<file path="src/rtl/lsu_mem_ctrl_if.sv">
// Bus bundle between the execute stage, the load/store controller and the
// synchronous data ram. The controller uses the slave modport; the pipeline
// and ram side (or a bench standing in for them) use the master modport.
interface lsu_mem_ctrl_if;
  // pipeline request
  logic        req_valid;
  logic        req_ready;
  logic        req_we;
  logic [2:0]  req_funct3;
  logic [31:0] req_addr;
  logic [31:0] req_wdata;
  // pipeline response
  logic        resp_valid;
  logic [31:0] resp_rdata;
  logic        resp_err;
  // data ram port
  logic        ramR;
  logic        ramW;
  logic [31:0] ramAddr;
  logic [31:0] ramDataW;
  logic [31:0] ramDataR;

  modport slave (
    input  req_valid, req_we, req_funct3, req_addr, req_wdata, ramDataR,
    output req_ready, resp_valid, resp_rdata, resp_err,
    output ramR, ramW, ramAddr, ramDataW
  );

  modport master (
    output req_valid, req_we, req_funct3, req_addr, req_wdata, ramDataR,
    input  req_ready, resp_valid, resp_rdata, resp_err,
    input  ramR, ramW, ramAddr, ramDataW
  );
endinterface

</file>
<file path="src/rtl/lsu_mem_ctrl.sv">
// Load/store controller between the execute stage and a synchronous data ram
// without byte enables. One request is in flight at a time. Sub-word stores
// are done as read-modify-write; loads return sign/zero-extended lane data.
// Errors (illegal funct3, misalignment, out-of-window address) are answered
// in one cycle without touching the ram.
module lsu_mem_ctrl #(
  parameter int unsigned BASE_WORD   = 64,
  parameter int unsigned DEPTH_WORDS = 64
) (
  input logic           clock,
  input logic           nReset,
  lsu_mem_ctrl_if.slave bus
);

  // Inclusive word-index window of the ram.
  localparam logic [29:0] WORD_LO = 30'(BASE_WORD);
  localparam logic [29:0] WORD_HI = 30'(BASE_WORD + DEPTH_WORDS - 1);

  typedef enum logic [2:0] {
    IDLE = 3'd0,
    RD   = 3'd1,
    CAP  = 3'd2,
    WR   = 3'd3,
    RESP = 3'd4
  } state_t;

  state_t      state_r;
  logic        we_r;
  logic [2:0]  funct3_r;
  logic [1:0]  offset_r;
  logic [31:0] wdata_r;
  logic [31:0] ram_addr_r;
  logic [31:0] ram_wdata_r;
  logic [31:0] resp_rdata_r;
  logic        resp_err_r;

  logic        req_err_s;
  logic        req_is_sw_s;

  // Returns 1 when the request cannot be executed: illegal funct3 for its
  // direction, misaligned half/word, or word index outside the ram window.
  function automatic logic req_error(input logic        we,
                                     input logic [2:0]  f3,
                                     input logic [31:0] addr);
    logic legal;
    logic misaligned;
    logic out_of_range;
    case (f3)
      3'b000, 3'b001, 3'b010: legal = 1'b1;
      3'b100, 3'b101:         legal = ~we;
      default:                legal = 1'b0;
    endcase
    case (f3[1:0])
      2'b01:   misaligned = addr[0];
      2'b10:   misaligned = (addr[1:0] != 2'b00);
      default: misaligned = 1'b0;
    endcase
    out_of_range = (addr[31:2] < WORD_LO) || (addr[31:2] > WORD_HI);
    return ~legal | misaligned | out_of_range;
  endfunction

  // Picks the addressed lane out of a little-endian word and extends it.
  // f3[2] selects zero extension (LBU/LHU); LW passes the word through.
  function automatic logic [31:0] load_extend(input logic [2:0]  f3,
                                              input logic [1:0]  off,
                                              input logic [31:0] word);
    logic [7:0]  lane_b;
    logic [15:0] lane_h;
    logic [31:0] result;
    case (off)
      2'b00:   lane_b = word[7:0];
      2'b01:   lane_b = word[15:8];
      2'b10:   lane_b = word[23:16];
      2'b11:   lane_b = word[31:24];
      default: lane_b = 8'h00;
    endcase
    if (off[1]) begin
      lane_h = word[31:16];
    end else begin
      lane_h = word[15:0];
    end
    case (f3)
      3'b000:  result = {{24{lane_b[7]}}, lane_b};
      3'b001:  result = {{16{lane_h[15]}}, lane_h};
      3'b010:  result = word;
      3'b100:  result = {24'h000000, lane_b};
      3'b101:  result = {16'h0000, lane_h};
      default: result = 32'h0000_0000;
    endcase
    return result;
  endfunction

  // Replaces the addressed byte or half-word of the old ram word with the
  // low bits of the store data; the other lanes are kept.
  function automatic logic [31:0] store_merge(input logic [1:0]  size,
                                              input logic [1:0]  off,
                                              input logic [31:0] old_word,
                                              input logic [31:0] wdata);
    logic [31:0] result;
    case (size)
      2'b00: begin
        case (off)
          2'b00:   result = {old_word[31:8], wdata[7:0]};
          2'b01:   result = {old_word[31:16], wdata[7:0], old_word[7:0]};
          2'b10:   result = {old_word[31:24], wdata[7:0], old_word[15:0]};
          2'b11:   result = {wdata[7:0], old_word[23:0]};
          default: result = old_word;
        endcase
      end
      2'b01: begin
        if (off[1]) begin
          result = {wdata[15:0], old_word[15:0]};
        end else begin
          result = {old_word[31:16], wdata[15:0]};
        end
      end
      default: result = wdata;
    endcase
    return result;
  endfunction

  assign req_err_s   = req_error(bus.req_we, bus.req_funct3, bus.req_addr);
  assign req_is_sw_s = bus.req_we & (bus.req_funct3 == 3'b010);

  // Request sequencer: accepts in IDLE, walks RD/CAP/WR as the access needs,
  // and updates the response registers only on the edge that enters RESP.
  always_ff @(posedge clock or negedge nReset) begin
    if (!nReset) begin
      state_r      <= IDLE;
      we_r         <= 1'b0;
      funct3_r     <= 3'b000;
      offset_r     <= 2'b00;
      wdata_r      <= 32'h0000_0000;
      ram_addr_r   <= 32'h0000_0000;
      ram_wdata_r  <= 32'h0000_0000;
      resp_rdata_r <= 32'h0000_0000;
      resp_err_r   <= 1'b0;
    end else begin
      case (state_r)
        IDLE: begin
          if (bus.req_valid) begin
            we_r       <= bus.req_we;
            funct3_r   <= bus.req_funct3;
            offset_r   <= bus.req_addr[1:0];
            wdata_r    <= bus.req_wdata;
            ram_addr_r <= {2'b00, bus.req_addr[31:2]};
            if (req_err_s) begin
              resp_err_r   <= 1'b1;
              resp_rdata_r <= 32'h0000_0000;
              state_r      <= RESP;
            end else if (req_is_sw_s) begin
              ram_wdata_r <= bus.req_wdata;
              state_r     <= WR;
            end else begin
              state_r <= RD;
            end
          end else begin
            state_r <= IDLE;
          end
        end
        RD: begin
          state_r <= CAP;
        end
        CAP: begin
          if (we_r) begin
            ram_wdata_r <= store_merge(funct3_r[1:0], offset_r, bus.ramDataR, wdata_r);
            state_r     <= WR;
          end else begin
            resp_rdata_r <= load_extend(funct3_r, offset_r, bus.ramDataR);
            resp_err_r   <= 1'b0;
            state_r      <= RESP;
          end
        end
        WR: begin
          resp_rdata_r <= 32'h0000_0000;
          resp_err_r   <= 1'b0;
          state_r      <= RESP;
        end
        RESP: begin
          state_r <= IDLE;
        end
        default: begin
          state_r <= IDLE;
        end
      endcase
    end
  end

  // Strobes decode from the state register alone, so ramR and ramW are
  // mutually exclusive and glitch-free with respect to the request inputs.
  assign bus.req_ready  = (state_r == IDLE);
  assign bus.resp_valid = (state_r == RESP);
  assign bus.ramR       = (state_r == RD);
  assign bus.ramW       = (state_r == WR);
  assign bus.ramAddr    = ram_addr_r;
  assign bus.ramDataW   = ram_wdata_r;
  assign bus.resp_rdata = resp_rdata_r;
  assign bus.resp_err   = resp_err_r;

endmodule
</file>
<file path="src/flat_wrapper.sv">
// flat-port wrapper written by rule: the top's interface ports become plain ports
module lsu_mem_ctrl_flat 
#(
  parameter int unsigned BASE_WORD   = 64,
  parameter int unsigned DEPTH_WORDS = 64
)
  (clock, nReset, bus_req_valid, bus_req_we, bus_req_funct3, bus_req_addr, bus_req_wdata, bus_ramDataR, bus_req_ready, bus_resp_valid, bus_resp_rdata, bus_resp_err, bus_ramR, bus_ramW, bus_ramAddr, bus_ramDataW);
  lsu_mem_ctrl_if bus_i ();
  input logic clock;
  input logic nReset;
  input wire logic [$bits(bus_i.req_valid)-1:0] bus_req_valid;
  input wire logic [$bits(bus_i.req_we)-1:0] bus_req_we;
  input wire logic [$bits(bus_i.req_funct3)-1:0] bus_req_funct3;
  input wire logic [$bits(bus_i.req_addr)-1:0] bus_req_addr;
  input wire logic [$bits(bus_i.req_wdata)-1:0] bus_req_wdata;
  input wire logic [$bits(bus_i.ramDataR)-1:0] bus_ramDataR;
  output wire logic [$bits(bus_i.req_ready)-1:0] bus_req_ready;
  output wire logic [$bits(bus_i.resp_valid)-1:0] bus_resp_valid;
  output wire logic [$bits(bus_i.resp_rdata)-1:0] bus_resp_rdata;
  output wire logic [$bits(bus_i.resp_err)-1:0] bus_resp_err;
  output wire logic [$bits(bus_i.ramR)-1:0] bus_ramR;
  output wire logic [$bits(bus_i.ramW)-1:0] bus_ramW;
  output wire logic [$bits(bus_i.ramAddr)-1:0] bus_ramAddr;
  output wire logic [$bits(bus_i.ramDataW)-1:0] bus_ramDataW;
  assign bus_i.req_valid = bus_req_valid;
  assign bus_i.req_we = bus_req_we;
  assign bus_i.req_funct3 = bus_req_funct3;
  assign bus_i.req_addr = bus_req_addr;
  assign bus_i.req_wdata = bus_req_wdata;
  assign bus_i.ramDataR = bus_ramDataR;
  assign bus_req_ready = bus_i.req_ready;
  assign bus_resp_valid = bus_i.resp_valid;
  assign bus_resp_rdata = bus_i.resp_rdata;
  assign bus_resp_err = bus_i.resp_err;
  assign bus_ramR = bus_i.ramR;
  assign bus_ramW = bus_i.ramW;
  assign bus_ramAddr = bus_i.ramAddr;
  assign bus_ramDataW = bus_i.ramDataW;
  lsu_mem_ctrl #(.BASE_WORD(BASE_WORD), .DEPTH_WORDS(DEPTH_WORDS)) u_core (.clock(clock), .nReset(nReset), .bus(bus_i));
endmodule
</file>
<file path="config.mk">
export PLATFORM = sky130hd
export DESIGN_NAME = lsu_mem_ctrl_flat
export DESIGN_NICKNAME = d
export VERILOG_FILES = /design/src/rtl/lsu_mem_ctrl_if.sv /design/src/rtl/lsu_mem_ctrl.sv /design/src/flat_wrapper.sv
export SDC_FILE = /design/constraint.sdc
export NUM_CORES = 1
export LEC_CHECK = 0
export CAP_MARGIN = 20
export CORE_ASPECT_RATIO = 1.2
export CORE_UTILIZATION = 43
export DETAILED_ROUTE_END_ITERATION = 10
export PLACE_DENSITY_LB_ADDON = 0.3
export SETUP_SLACK_MARGIN = 0.02
export SLEW_MARGIN = 20
export SYNTH_ARGS = -nofsm -noshare
export SYNTH_HDL_FRONTEND = slang
export SYNTH_SLANG_ARGS = --single-unit
</file>
<file path="constraint.sdc">
create_clock -name clock -period 1.9 [get_ports clock]
set_clock_uncertainty 0.05 [all_clocks]
set_input_delay 0.57 -clock clock [delete_from_list [all_inputs] [get_ports clock]]
set_output_delay 0.57 -clock clock [all_outputs]
set_load 0.03 [all_outputs]
</file>
[Yosys cells after proc, flatten, opt, wreduce, memory -nomap -nowiden]
Cells that the tools add are included.
Word-level totals
  register bits after elaboration: 136
  output and inout port bits: 101
  word-level logic and storage cells: 80
Operators by class
  $lt $le $gt $ge: 2
  equality and inequality tests: 24
  mux-type cells: 26
  bitwise gates (word level): 5
  reductions and logical operators: 14
Operators by type and width (number)
  $mux 32: 8
  $pmux 32 s5: 1
  $pmux 32 s2: 2
  $pmux 32 s4: 1
  $pmux 32 s3: 1
  $pmux 8 s4: 1
  $gt 30x7->1 const B: 1
  $lt 30x7->1 const B: 1
  $mux 16: 1
  $eq 3x3->1 const B: 5
  $eq 3x2->1 const B: 4
  $pmux 3 s4: 1
  $eq 3x1->1 const B: 3
  $logic_not 3->1: 3
  $mux 3: 3
  $eq 2x1->1 const B: 3
  $eq 2x2->1 const B: 3
  $ne 2x1->1 const B: 3
  $ne 2x2->1 const B: 3
  $reduce_and 5->1: 1
  $logic_not 2->1: 2
  $pmux 1 s2: 2
  $reduce_and 4->1: 1
  $reduce_bool 2->1: 2
  11 further kinds: 15

[Longest topological paths before layout]
  depth after elaboration: 9
  gate-level depth with buffers: 8
  mapped depth without buffers: 7

[Worst setup path after synthesis]
No wires, ideal clock.
  path kind: register to register
  start: reg u_core.state_r[1]
  end: reg u_core.ram_wdata_r[10], in the netlist u_core.bus.ramDataW[10]
  data arrival time: 2.420 ns
  required time: 1.722 ns
  setup slack: -0.697 ns
  cell stages (with the launch flop): 7
  clock period less this slack: 2.597 ns
  path through: dfrtp_1 nor3_1 nand2_1 nor3_1 a22oi_2 buf_6 mux2_1
On the way
  longest elaborated chain between the ends: 3
  elaborated cells between the ends (all ways): 9
  classes of those cells: eq/ne (5); mux (1); reduce/logical (3)
Ends and longest elaborated chain
  start: declaration: line lsu_mem_ctrl.sv:27  | state_t state_r;
  start signal: assignment: line lsu_mem_ctrl.sv:129  | state_r <= IDLE;
  start signal: assignment: line lsu_mem_ctrl.sv:150  | state_r <= RESP;
  start signal: assignment: line lsu_mem_ctrl.sv:153  | state_r <= WR;
  $logic_not 3->1 *
  net bus_req_ready: line flat_wrapper.sv:17  | output wire logic [$bits(bus_i.req_ready)-1:0] bus_req_ready;
  $ne 2x2->1 (no source line) (tied with other cells)
  $reduce_and 5->1 (no source line)
  end signal: assignment: line lsu_mem_ctrl.sv:152  | ram_wdata_r <= bus.req_wdata;
  end signal: assignment: line lsu_mem_ctrl.sv:166  | ram_wdata_r <= store_merge(funct3_r[1:0], offset_r, bus.ramDataR, wdata_r);
  end: declaration: line lsu_mem_ctrl.sv:33  | logic [31:0] ram_wdata_r;
The timed path passes the listed nets; every way through them passes the cells marked *.
A chain may end at the register's enable or synchronous reset.

[Worst setup path after layout]
  start: in bus_req_funct3[0]
  end: reg u_core.resp_rdata_r[31], in the netlist u_core.bus.resp_rdata[31]
On the way
  longest elaborated chain between the ends: 8
  elaborated cells between the ends (all ways): 16
  classes of those cells: eq/ne (7); mux (2); bitwise (3); reduce/logical (4)
Ends and longest elaborated chain
  start: declaration: line flat_wrapper.sv:13  | input wire logic [$bits(bus_i.req_funct3)-1:0] bus_req_funct3;
  $eq 3x1->1 (tied with other cells): line lsu_mem_ctrl.sv:48  | case (f3)
  $reduce_or 3->1 / $reduce_or 2->1 (equally long branches): line lsu_mem_ctrl.sv:48
  $pmux 1 s2: line lsu_mem_ctrl.sv:48
  $not 1->1: line lsu_mem_ctrl.sv:59  | return ~legal | misaligned | out_of_range;
  $or 1x1->1 * (2 in series): line lsu_mem_ctrl.sv:59
  $ne 2x1->1 (no source line) *
  $reduce_and 4->1 (no source line) *
  end signal: assignment: line lsu_mem_ctrl.sv:169  | resp_rdata_r <= load_extend(funct3_r, offset_r, bus.ramDataR);
  end: declaration: line lsu_mem_ctrl.sv:34  | logic [31:0] resp_rdata_r;
Every way passes the cells marked *; elsewhere a longest branch is shown, timed or not.

==> results.ini <==
[outcome]
outcome = finished, violations left
violations = hold timing, setup timing

[pwr]
power_frac_seq = 0.367
ir_drop_v = 0.0006040
p_int_w = 0.006308
p_sw_w = 0.002517
total_power_w = 0.008825
p_leak_nw = 5.568
combPwrFrac = 0.218
clock_power_share = 0.415
switching_share = 0.2852
power_density_mw_per_mm2 = 822.8

[layout]
antennaDiodeCount = 0
layout_common_cells = nand2_1, dfrtp_1, dlygate4sd2_1
fill_cells = 1241
layout-drive-gt1-share = 0.2210
final_common_cell = nand2_1
areaGrowthSynthToFinish_pct = 52.84
nets = 1143
final_core_util = 0.6804
fin_cells = 1258

[cts]
clk_pin_slew_worst_paths_ps = 60
cts_sinks = 136
cts_made_buffers = 17
h-tree-depth = 4
cts_root_buf = clkbuf_16
cts_tree = built
clockBufferDepth = 2
insertion_delay_ps = 430

[synth]
synth_cells = 776
yosysUniqueCellTypes = 43
syn_area_per_cell_um2 = 9.044
synth-async-reset-ratio = 1.000
syn_area_mm2 = 0.007018
synth_edf_count = 0
ys_ff_latch = 136
synth_seq_area_share = 0.4849
synth-warning-count = 0
synth_ff_type = dfrtp_1

[global_route]
grt_pass1_vias = 6945
overflow = 0
grt_usage = 0.2845
antenna_found_initial = 0
grt_pass1_wl_um = 37010
grt_max_degree = 39

[setup_path]
critPathSlowestCell = a2111oi_4
cp_num_buf_inv = 5
max_stage_delay_ps = 380
crit_type = in2reg
cp_max_fo = 8
cp-end-kind = flip-flop
cp_cell_sequence = buf_4, inv_2, ha_4, o21ai_2, nand2_2, a2111oi_4, buf_4, o21ai_4, buf_6, buf_12, mux2_4
critPathLaunchType = input port
cp_top_family = buffers and inverters
crit_arrival_ps = 2350
crit_top_cell = buf_4
cp_data_required_time_ps = 2160

[min_path]
worstHoldPathType = in2async

[floorplanning]
boundaryPins = 204
floorplan.initialDensity = 0.4452
die_area_mm2 = 0.01684
rows = 50
die_w_um = 118.6
core_mm2 = 0.01577
fp.dieH_um = 141.9

[drt]
routed_wl_um = 23070
vias_per_cell = 5.501
dr.pass1.iters = 5
drc = 0
final_antenna_net_count = 0
num_vias = 6920
wire_per_inst_um = 18.34
drtIter0Drc = 516

[place]
portBuffers = 201
place.gp.congestion = 0.9206
dp_hpwl_um = 16130
post-place-cells = 1213

[sta]
whs_ps = -1.175
tightestPinTransition_ps = 530.2
finalSetupViolations = 69
timing.fmax_mhz = 477.6
finalMaxSlewViolations = 0
fin_crit_ps = 2094
post-route-period-util = 1.102
maxSlewHeadroom = 0.6458
hold_violations = 1
worst_slack_ps = -193.7
rsz0062_at_grt = yes

[flow_run]
drv_cap = 0

## metrics by stage
step	instance area, um2	worst slack, ps	setup TNS, ps
2_1_floorplan	7101	-373.8	-20450
3_3_place_gp	9856	-993.0	-61960
3_5_place_dp	9856	-1074	-66340
4_1_cts	10700	-314.7	-11630
5_1_grt	10730	-221.2	-12450
6_report	10730	-193.7	-9887
## layer usage
layer	global-route usage	wire length, um	up-vias
met3	0.07252	1949	60
li1	-	-	3192
met5	0	0	-
met2	0.4691	11220	366
met1	0.3511	9103	3302
met4	0.1306	798	0
## final timing paths
path                                               startpoint  slack, ps  cells after the start                               endpoint
setup / recovery                            bus_req_funct3[0]       -190                     11  u_core.bus.resp_rdata[31]$_DFFE_PN0P_
hold / removal                                         nReset         -1                      1  u_core.bus.resp_rdata[25]$_DFFE_PN0P_
setup reg to reg                  u_core.state_r[0]$_DFF_PN0_        -80                      6     u_core.bus.ramDataW[7]$_DFFE_PN0P_
hold reg to reg            u_core.bus.ramAddr[17]$_DFFE_PN0P_        420                      2     u_core.bus.ramAddr[17]$_DFFE_PN0P_
max in group asynchronous                              nReset       1270                      2      u_core.bus.ramAddr[0]$_DFFE_PN0P_
min in group clock                           bus_req_addr[23]        280                      3     u_core.bus.ramAddr[21]$_DFFE_PN0P_
## repair_timing
action,4_1_cts,5_1_grt
pin swaps,17,9
resized for setup,222,44
setup endpoints to repair,167,69
gates cloned,4,0
hold buffers,0,0
setup buffers,6,5
## flip-flops by register name, summed over array words and instances, names as in the netlist
signal	cells
u_core.wdata_r	32
u_core.we_r	1
u_core.bus.ramAddr	30
u_core.state_r	3
u_core.bus.resp_err	1
u_core.bus.ramDataW	32
u_core.funct3_r	3
u_core.offset_r	2
u_core.bus.resp_rdata	32
## area by class of cell
type | count | area (um2) | area share
clock buffers | 20 | 456.7 | 0.04258
inverters | 21 | 78.83 | 0.007349
repair buffers | 296 | 2798 | 0.2608
well taps | 208 | 260.3 | 0.02426
multi-input cells | 565 | 3531 | 0.3292
clock inverters | 12 | 196.4 | 0.01831
flip-flops and latches | 136 | 3406 | 0.3175
## logic make-up (layout without fill, tap and decap cells)
| kind of cell | count (synthesis) | count (layout) | synth area share |
|---|---|---|---|
| compound gates | 170 | 170 | 0.1546 |
| fa+ha+maj | 3 | 3 | 0.005349 |
| buf+inv | 76 | 349 | 0.04635 |
| flops | 136 | 136 | 0.4849 |
| mux | 81 | 81 | 0.1287 |
| other cells | 1 | 2 | 0.0005343 |
| simple gates | 309 | 309 | 0.1795 |
## cell usage after synthesis, types with 2 or more instances
master | number | area [um2]
nor2_1 | 13 | 48.80
o21ai_0 | 39 | 195.2
buf_1 | 3 | 11.26
a211oi_1 | 10 | 75.07
a211o_1 | 7 | 61.31
a21oi_1 | 51 | 255.2
nor3_1 | 4 | 20.02
nand2b_1 | 5 | 31.28
clkbuf_1 | 39 | 146.4
and3_1 | 8 | 50.05
nor2b_1 | 3 | 18.77
buf_4 | 2 | 15.01
nor3b_1 | 2 | 15.01
inv_1 | 21 | 78.83
o22ai_1 | 23 | 143.9
buf_6 | 3 | 33.78
dfrtp_1 | 136 | 3403
mux2i_1 | 16 | 160.2
o22a_1 | 7 | 61.31
mux2_1 | 32 | 360.4
a32oi_1 | 8 | 70.07
o21ai_2 | 2 | 17.52
and2_1 | 2 | 12.51
nor4_1 | 5 | 31.28
nand2_1 | 255 | 957.2
a31oi_1 | 8 | 50.05
a22o_1 | 9 | 78.83
nand3_1 | 8 | 40.04
buf_2 | 8 | 40.04
ha_1 | 3 | 37.54
mux2_2 | 32 | 360.4
## power by group through the flow
stage	Combinational (W)	Clock, W	Sequential [W]
floorplan	0.000809	0	0.00341
global placement	0.00186	0	0.00328
detailed placement	0.00188	0	0.00328
CTS	0.00190	0.00370	0.00324
global route	0.00207	0.00383	0.00326
finish	0.00192	0.00366	0.00324
No activity file was read; power rests on OpenSTA's default activity.
